File: config.mk
export PLATFORM = sky130hd
export DESIGN_NAME = eth_frame_pattern_ctrl
export DESIGN_NICKNAME = d
export VERILOG_FILES = /design/src/rtl/eth_frame_pattern_ctrl.sv
export SDC_FILE = /design/constraint.sdc
export NUM_CORES = 1
export LEC_CHECK = 0
export BUFFER_PORTS_ARGS = -buffer_cell sky130_fd_sc_hd__buf_2
export CAP_MARGIN = 10
export CORE_MARGIN = 4
export CORE_UTILIZATION = 45
export DETAILED_ROUTE_END_ITERATION = 8
export PLACE_DENSITY = 0.69
export SYNTH_ARGS = -nofsm -noshare
export SYNTH_HDL_FRONTEND = slang
export SYNTH_SLANG_ARGS = --single-unit
File: constraint.sdc
create_clock -name clk -period 2.4 [get_ports clk]
set_input_delay 0.12 -clock clk [delete_from_list [all_inputs] [get_ports clk]]
set_output_delay 0.12 -clock clk [all_outputs]
set_load 0.005 [all_outputs]
File: src/rtl/eth_frame_pattern_ctrl.sv
// Writes one pattern slot (0..2) of the shared 2048 x 30-bit frame-pattern memory from a
// host byte stream, pads the tail with don't-care words, and holds that slot's match enable low meanwhile.
`timescale 1ns/1ps
module eth_frame_pattern_ctrl #(
  parameter int unsigned DRAIN_CYCLES = 8
) (
  input  logic        clk,
  input  logic        rst_n,
  input  logic [2:0]  cfg_en,
  output logic [2:0]  match_en,
  input  logic        upd_req,
  input  logic [1:0]  upd_slot,
  input  logic [10:0] upd_len,
  output logic        upd_busy,
  output logic        upd_ack,
  output logic        upd_err,
  input  logic        pat_valid,
  output logic        pat_ready,
  input  logic [7:0]  pat_data,
  input  logic        pat_dc,
  input  logic        pat_end,
  output logic        mem_we,
  output logic [10:0] mem_addr,
  output logic [29:0] mem_wdata,
  output logic [2:0]  mem_wstrb
);

  typedef enum logic [2:0] {
    IDLE  = 3'd0,
    CHECK = 3'd1,
    DRAIN = 3'd2,
    WRITE = 3'd3,
    FILL  = 3'd4,
    ACK   = 3'd5
  } state_t;

  localparam logic [7:0] DRAIN_LOAD = 8'(DRAIN_CYCLES - 32'd1);

  function automatic logic [2:0] slot_onehot(input logic [1:0] slot);
    logic [2:0] oh;
    case (slot)
      2'd0:    oh = 3'b001;
      2'd1:    oh = 3'b010;
      2'd2:    oh = 3'b100;
      default: oh = 3'b000;
    endcase
    return oh;
  endfunction

  // Lane k holds data in [8k+7:8k], dc at bit 24+2k and end at bit 25+2k.
  function automatic logic [29:0] lane_word(input logic [1:0] slot, input logic pend,
                                            input logic pdc, input logic [7:0] pdata);
    logic [29:0] w;
    w = 30'd0;
    case (slot)
      2'd0: begin w[7:0]   = pdata; w[24] = pdc; w[25] = pend; end
      2'd1: begin w[15:8]  = pdata; w[26] = pdc; w[27] = pend; end
      2'd2: begin w[23:16] = pdata; w[28] = pdc; w[29] = pend; end
      default: w = 30'd0;
    endcase
    return w;
  endfunction

  state_t      state_r, state_s;
  logic [1:0]  slot_r, slot_s;
  logic [10:0] len_r, len_s;
  logic [7:0]  drain_r, drain_s;
  logic [11:0] addr_r, addr_s;
  logic        force_s, err_s, we_s;
  logic [10:0] waddr_s;
  logic [29:0] wdata_s;
  logic [2:0]  wstrb_s;

  logic [2:0]  match_en_r;
  logic        busy_r, ack_r, err_r, ready_r, we_r;
  logic [10:0] waddr_r;
  logic [29:0] wdata_r;
  logic [2:0]  wstrb_r;

  // Next-state, counter and write-issue decode.
  always_comb begin
    state_s = state_r;
    slot_s  = slot_r;
    len_s   = len_r;
    drain_s = drain_r;
    addr_s  = addr_r;
    force_s = 1'b0;
    err_s   = 1'b0;
    we_s    = 1'b0;
    waddr_s = 11'd0;
    wdata_s = 30'd0;
    wstrb_s = 3'b000;
    case (state_r)
      IDLE: begin
        if (upd_req) begin
          state_s = CHECK;
          slot_s  = upd_slot;
          len_s   = upd_len;
        end else begin
          state_s = IDLE;
        end
      end
      CHECK: begin
        if ((slot_r == 2'd3) || (len_r == 11'd0)) begin
          state_s = ACK;
          err_s   = 1'b1;
        end else begin
          force_s = 1'b1;
          drain_s = DRAIN_LOAD;
          state_s = DRAIN;
        end
      end
      DRAIN: begin
        force_s = 1'b1;
        if (drain_r == 8'd0) begin
          state_s = WRITE;
          addr_s  = 12'd0;
        end else begin
          drain_s = drain_r - 8'd1;
        end
      end
      WRITE: begin
        force_s = 1'b1;
        if (pat_valid) begin
          we_s    = 1'b1;
          waddr_s = addr_r[10:0];
          wdata_s = lane_word(slot_r, pat_end, pat_dc, pat_data);
          wstrb_s = slot_onehot(slot_r);
          addr_s  = addr_r + 12'd1;
          if (addr_r[10:0] == (len_r - 11'd1)) begin
            state_s = FILL;
          end else begin
            state_s = WRITE;
          end
        end else begin
          state_s = WRITE;
        end
      end
      FILL: begin
        force_s = 1'b1;
        // addr_r wraps into bit 11 once word 2047 has been issued; ACK waits one more cycle.
        if (!addr_r[11]) begin
          we_s    = 1'b1;
          waddr_s = addr_r[10:0];
          wdata_s = lane_word(slot_r, 1'b0, 1'b1, 8'h00);
          wstrb_s = slot_onehot(slot_r);
          addr_s  = addr_r + 12'd1;
        end else begin
          state_s = ACK;
        end
      end
      ACK: begin
        state_s = IDLE;
      end
      default: begin
        state_s = IDLE;
      end
    endcase
  end

  // FSM state and sequencing counters.
  always_ff @(posedge clk or negedge rst_n) begin
    if (!rst_n) begin
      state_r <= IDLE;
      slot_r  <= 2'd0;
      len_r   <= 11'd0;
      drain_r <= 8'd0;
      addr_r  <= 12'd0;
    end else begin
      state_r <= state_s;
      slot_r  <= slot_s;
      len_r   <= len_s;
      drain_r <= drain_s;
      addr_r  <= addr_s;
    end
  end

  // Registered outputs; the write port lags its handshake by one cycle.
  always_ff @(posedge clk or negedge rst_n) begin
    if (!rst_n) begin
      match_en_r <= 3'b000;
      busy_r     <= 1'b0;
      ack_r      <= 1'b0;
      err_r      <= 1'b0;
      ready_r    <= 1'b0;
      we_r       <= 1'b0;
      waddr_r    <= 11'd0;
      wdata_r    <= 30'd0;
      wstrb_r    <= 3'b000;
    end else begin
      match_en_r <= cfg_en & ~(force_s ? slot_onehot(slot_r) : 3'b000);
      busy_r     <= (state_s != IDLE);
      ack_r      <= (state_s == ACK);
      err_r      <= err_s;
      ready_r    <= (state_s == WRITE);
      we_r       <= we_s;
      waddr_r    <= waddr_s;
      wdata_r    <= wdata_s;
      wstrb_r    <= wstrb_s;
    end
  end

  assign match_en  = match_en_r;
  assign upd_busy  = busy_r;
  assign upd_ack   = ack_r;
  assign upd_err   = err_r;
  assign pat_ready = ready_r;
  assign mem_we    = we_r;
  assign mem_addr  = waddr_r;
  assign mem_wdata = wdata_r;
  assign mem_wstrb = wstrb_r;

endmodule

# After elaboration in Yosys (flattened, before gate mapping)
# Index checks and enable logic that the tools add are counted.
[totals]
register_bits = 88
input_bits = 30
out_inout_bits = 52
word_cells = 89
[op_classes]
n_addsub = 3
eq_ne = 15
muxes = 41
bitwise_logic = 2
n_reduce_logical = 13
[op_table]
columns = ["cell", "n"]
rows = [
  ["$pmux W30 S2", 1],
  ["$mux W8", 5],
  ["$mux W12", 3],
  ["$pmux W12 S3", 1],
  ["$mux W30", 1],
  ["$mux W29", 1],
  ["$mux W3", 8],
  ["$mux W11", 2],
  ["$pmux W11 S2", 1],
  ["$pmux W8 S2", 1],
  ["$pmux W3 S5", 1],
  ["$add A12 B1 Y12 const B", 1],
  ["$eq A11 B11 Y1", 1],
  ["$logic_not A11 Y1", 1],
  ["$sub A11 B1 Y11 const B", 1],
  ["$ne A2 B2 Y1 const B", 5],
  ["$eq A3 B2 Y1 const B", 3],
  ["$mux W1", 9],
  ["$pmux W3 S3", 1],
  ["$logic_not A8 Y1", 1],
  ["$sub A8 B1 Y8 const B", 1],
  ["$eq A3 B3 Y1 const B", 2],
  ["$mux W2", 3],
  ["$pmux W3 S2", 1],
  ["15 further kinds", 19],
]

# Depth between registers and ports, before layout
[depth]
depth_word = 7
mapped_depth = 9
depth_no_buf = 8

# Least setup slack after synthesis
# No wires, ideal clock.
[synth_path]
path_type = "register to register"
startpoint = "register len_r[0]"
endpoint = "register state_r[0]"
setup_ps = 140
arrival_ps = 2355
required_time_ps = 2260
slack_ps = -95
path_stages_with_launch = 9
n_path_buf = 1
period_less_slack_ps = 2495
path_cell_list = "dfrtp_1 -> inv_1 -> ha_1 -> or3b_1 -> buf_2 -> or4_1 -> a211o_1 -> nor4b_1 -> a22oi_1"
[synth_via]
elab_chain_cells = 5
word_cells_on_any_way = 8
classes_between = "1 x add/sub; 1 x eq/ne; 4 x mux; 2 x reduce/logical"
[synth_lines]
columns = ["item", "line_no", "rtl"]
rows = [
  ["start, declared", "66", "logic [10:0] len_r, len_s;"],
  ["start signal, assigned", "172", "len_r <= len_s;"],
  ["$sub A11 B1 Y11", "130", "if (addr_r[10:0] == (len_r - 11'd1)) begin"],
  ["$eq A11 B11 Y1", "130", ""],
  ["$mux W3", "130", ""],
  ["$mux W3", "124", "if (pat_valid) begin"],
  ["$pmux W3 S5 (*)", "93", "case (state_r)"],
  ["net state_s[0]", "64", "state_t state_r, state_s;"],
  ["end signal, assigned", "170", "state_r <= state_s;"],
  ["end, declared", "64", ""],
]
# Mark *: on every way through the listed nets, which the timed path passes. The rest lies on a longest branch.
# A chain may end at the register's enable or synchronous reset.

# Worst setup path after layout
[layout_path]
startpoint = "register len_r[1]"
endpoint = "register state_r[2]"
# Same word-level chain as after synthesis.

==> out/results.tsv <==
stage	metric	value	unit
outcome	status	complete, no violations	
sta	setup TNS	0	ps
clock_tree	H-tree lvl count	3	
global_routing	initial antenna violation count	0	
clock_tree	CTS tree	yes	
yosys	proportion of synthesized chip area in sequential cells	55.4	%
die	# IOs	82	
cells_and_area	diodes inserted	0	
route	wire length reported by the detailed router	8830	um
job	count of max-cap constraint violations	0	
yosys	flip-flop cell with the highest count after synthesis	sky130_fd_sc_hd__dfrtp_1	
yosys	number of flip-flops and latches in the synthesized netlist	88	
global_routing	Total GRT Usage	17.6	%
cells_and_area	post-route design area	5170	um^2
clock_tree	root cell of the clock tree	sky130_fd_sc_hd__clkbuf_8	
worst_hold_path	Hold Crit Endpoint	mem_wdata[20]	
power	total power per unit cell area	1060	nW/um^2
yosys	number of distinct standard cells referenced by the synthesized netlist	60	
clock_tree	cts bufs inserted	9	
sta	final setup violation count	0	
critical_path	reg2reg path depth	7	
critical_path	CP required	2690	ps
power	static leakage	2.51	nW
clock_tree	Worst-path clk slew	90	ps
die	die area	10400	um^2
placed_design	Placement Cell Area	4640	um^2
sta	maximum frequency from static timing analysis	0.426	GHz
die	area of the core	8680	um^2
route	post-DR vias/cell	5.28	
route	Antenna Nets Post-Route	0	
power	maximum VDD drop	0.000479	V
yosys	number of instances in the synthesized netlist	359	
global_routing	number of global-route vias before repair	2984	
critical_path	highest net fanout along the worst path	7	
route	DRC marker count from the first detailed-route iteration	189	
worst_hold_path	cell count of the worst hold path	2	
sta	Worst Max-Slew Pin Slew	646	ps
sta	Final Hold Fails	0	
yosys	mean area per synthesized cell	11.1	um^2
cells_and_area	area added between synthesis and finish	30.0	%
cells_and_area	Final Net Count	518	
global_routing	GR Overflow Total	0	
sta	Max transition margin	56.9	%
yosys	portion of synthesized cell area occupied by the leading cell type	55.4	%
yosys	FFs w/ async S/R, synth	100	%
critical_path	Critical Path Source Type	register	
critical_path	type of element capturing the critical path	register	
route	DR vias	3149	
yosys	leading cell types by total area after synthesis	sky130_fd_sc_hd__dfrtp_1 55%, sky130_fd_sc_hd__and2_1 6.1%, sky130_fd_sc_hd__mux2_2 2.8%	
die	row cnt	34	
placed_design	GPL Wtd Cong	0.853	
critical_path	data arrival time at the worst-slack endpoint	2640	ps
yosys	Yosys top cell by area	sky130_fd_sc_hd__dfrtp_1	
placed_design	Port Buf Inserts	81	
clock_tree	number of sinks handled by clock tree synthesis	88	
sta	Fin Clk Skew	8.39	ps
yosys	Yosys warnings	0	
cells_and_area	fraction of layout instances using a drive strength above 1	29.5	%
clock_tree	clock latency on the worst-skew pair	350	ps
power	Power, Total	0.00547	W
global_routing	global-route wire length before repair	14400	um
die	Die X	102	um
yosys	net count after synthesis	394	
worst_hold_path	start point of the worst min-delay path	pat_data[4]	
worst_hold_path	Tightest Hold Check Type	input port to register	
critical_path	startpoint of the most critical register-to-register path	len_r[1]	
yosys	synthesized area	3980	um^2
die	Die Span Y	102	um
sta	max-slew violation count	0	
critical_path	Register-to-Register Setup Slack	50	ps
clock_tree	number of buffers on the longest clock path	2	
die	effective utilization at floorplan	45.8	%
sta	period utilisation layout	97.8	%
yosys	count of flip-flops with a built-in enable after synthesis	0	
cells_and_area	final core area utilization	59.6	%
route	Avg WL per Cell	14.8	um
sta	unrepaired setup endpoints after global routing	yes	
route	DRC violation count after routing	0	
critical_path	reg2reg end	state_r[2]	
placed_design	sum of net half-perimeters after detailed placement	6420	um
critical_path	classification of the worst setup path	register to register	
global_routing	maximum number of pins on one net before global-route repair	51	
sta	shortest clock period the worst path allows after layout	2350	ps
route	length of the first detailed-routing pass in iterations	4	
area by class of cell:
class | instances | area, um^2
Clock buffer | 9 | 124
Timing Repair Buffer | 127 | 828
Clock inverter | 7 | 126
Sequential cell | 88 | 2200
Tap cell | 108 | 135
Multi-Input combinational cell | 246 | 1720
Inverter | 11 | 41.3
Fill cell | 722 | 3510
layout by cell type (no fill, tap or decap), types with 3 or more instances in the layout:
master / count
sky130_fd_sc_hd__dfrtp_1: 88
sky130_fd_sc_hd__buf_2: 80
sky130_fd_sc_hd__and2_1: 39
sky130_fd_sc_hd__nor2_1: 26
sky130_fd_sc_hd__dlygate4sd3_1: 25
sky130_fd_sc_hd__buf_4: 21
sky130_fd_sc_hd__o21ai_0: 15
sky130_fd_sc_hd__nand2_1: 14
sky130_fd_sc_hd__a21oi_1: 12
sky130_fd_sc_hd__xnor2_1: 10
sky130_fd_sc_hd__mux2_2: 10
sky130_fd_sc_hd__inv_1: 9
sky130_fd_sc_hd__xor2_1: 9
sky130_fd_sc_hd__clkbuf_8: 9
sky130_fd_sc_hd__nor3_1: 7
sky130_fd_sc_hd__or3_1: 6
sky130_fd_sc_hd__nand2b_1: 5
sky130_fd_sc_hd__or4_1: 5
sky130_fd_sc_hd__nand3_1: 5
sky130_fd_sc_hd__or3b_1: 4
sky130_fd_sc_hd__o211ai_1: 4
sky130_fd_sc_hd__o31ai_1: 4
sky130_fd_sc_hd__ha_1: 4
sky130_fd_sc_hd__and4_1: 3
sky130_fd_sc_hd__a31oi_1: 3
sky130_fd_sc_hd__nor4_1: 3
sky130_fd_sc_hd__o2111ai_1: 3
sky130_fd_sc_hd__a22oi_1: 3
sky130_fd_sc_hd__nor2b_1: 3
sky130_fd_sc_hd__nor4_2: 3
sky130_fd_sc_hd__and3_1: 3
sky130_fd_sc_hd__bufinv_16: 3
cells by family after synthesis:
logic type | after synthesis | share of synthesized area (%)
muxes | 10 | 2.83
adders and majority gates | 5 | 1.57
buffers and inverters | 25 | 2.49
DFF | 88 | 55.4
and+or+nand+nor | 146 | 22.1
xor gates and xnor gates | 19 | 4.18
AOI/OAI and AO/OA | 66 | 11.5
repair_timing:
action,4_1_cts,5_1_grt
pin swaps,1,3
gates resized for setup,1,5
hold endpoints to repair,77,5
endpoints found under the setup margin,1,5
hold buffers,22,3
buffers inserted,1,0
report_power, final:
part           internal, W  switching, W
Sequential         0.00183      0.000337
Combinational     0.000972       0.00108
Clock             0.000704      0.000546
state kept, by name, summed over array words and instances (netlist names):
| signal | cells |
|---|---|
| addr_r | 12 |
| drain_r | 8 |
| len_r | 11 |
| match_en | 3 |
| mem_addr | 11 |
| mem_wdata | 30 |
| mem_we | 1 |
| mem_wstrb | 3 |
| pat_ready | 1 |
| slot_r | 2 |
| state_r | 3 |
| upd_ack | 1 |
| upd_busy | 1 |
| upd_err | 1 |
synth_stat cells, types with 4 or more instances:
master	count
sky130_fd_sc_hd__buf_2	4
sky130_fd_sc_hd__o21ai_0	15
sky130_fd_sc_hd__or3_1	6
sky130_fd_sc_hd__a21oi_1	12
sky130_fd_sc_hd__clkbuf_1	10
sky130_fd_sc_hd__nand2b_1	5
sky130_fd_sc_hd__nand3_1	5
sky130_fd_sc_hd__o211ai_1	4
sky130_fd_sc_hd__xnor2_1	10
sky130_fd_sc_hd__nor4_1	6
sky130_fd_sc_hd__dfrtp_1	88
sky130_fd_sc_hd__or3b_1	4
sky130_fd_sc_hd__nor2_1	26
sky130_fd_sc_hd__and2_1	39
sky130_fd_sc_hd__or4_1	5
sky130_fd_sc_hd__xor2_1	9
sky130_fd_sc_hd__nand2_1	14
sky130_fd_sc_hd__inv_1	11
sky130_fd_sc_hd__mux2_2	10
sky130_fd_sc_hd__o31ai_1	4
sky130_fd_sc_hd__ha_1	5
sky130_fd_sc_hd__nor3_1	7
metal layers:
metal	vias to the layer above	routed length [um]	GRT usage [%]	share of wire, %
met5	-	0	0	0
met2	93	4350	29.0	49
li1	1534	-	-	-
met1	1517	3880	23.4	44
met3	5	531	3.55	6.0
met4	0	73	5.65	0.83
critical path: stages (launching register included):
cell	delay [ps]
sky130_fd_sc_hd__dfrtp_1	400
sky130_fd_sc_hd__inv_2	80
sky130_fd_sc_hd__ha_4	160
sky130_fd_sc_hd__or3b_1	370
sky130_fd_sc_hd__or4_1	470
sky130_fd_sc_hd__a211o_1	360
sky130_fd_sc_hd__nor4_2	300
sky130_fd_sc_hd__a21o_1	150
how the worst max path moves through the flow:
stage          startpoint         end  slack [ps]  depth (start not counted)
5_1_grt          len_r[1]  state_r[2]         -40                          7
3_5_place_dp     len_r[1]  state_r[0]          20                          7
2_1_floorplan    len_r[0]  state_r[0]          20                          8
3_3_place_gp     len_r[1]  state_r[1]          90                          7
4_1_cts          len_r[0]  state_r[0]          20                          7
6_report         len_r[1]  state_r[2]          50                          7
per-stage QoR:
step / instances / hold slack, ps / setup WS (ps)
final: 596 / 14.7 / 53.4
after global routing: 596 / 9.17 / -38.0
after detailed placement: 554 / 191 / 18.3
after global placement: 554 / 188 / 87.4
after CTS: 593 / 0.385 / 15.2
after floorplan: 359 / -176 / 24.4
Power figures use the tool's default switching activity.
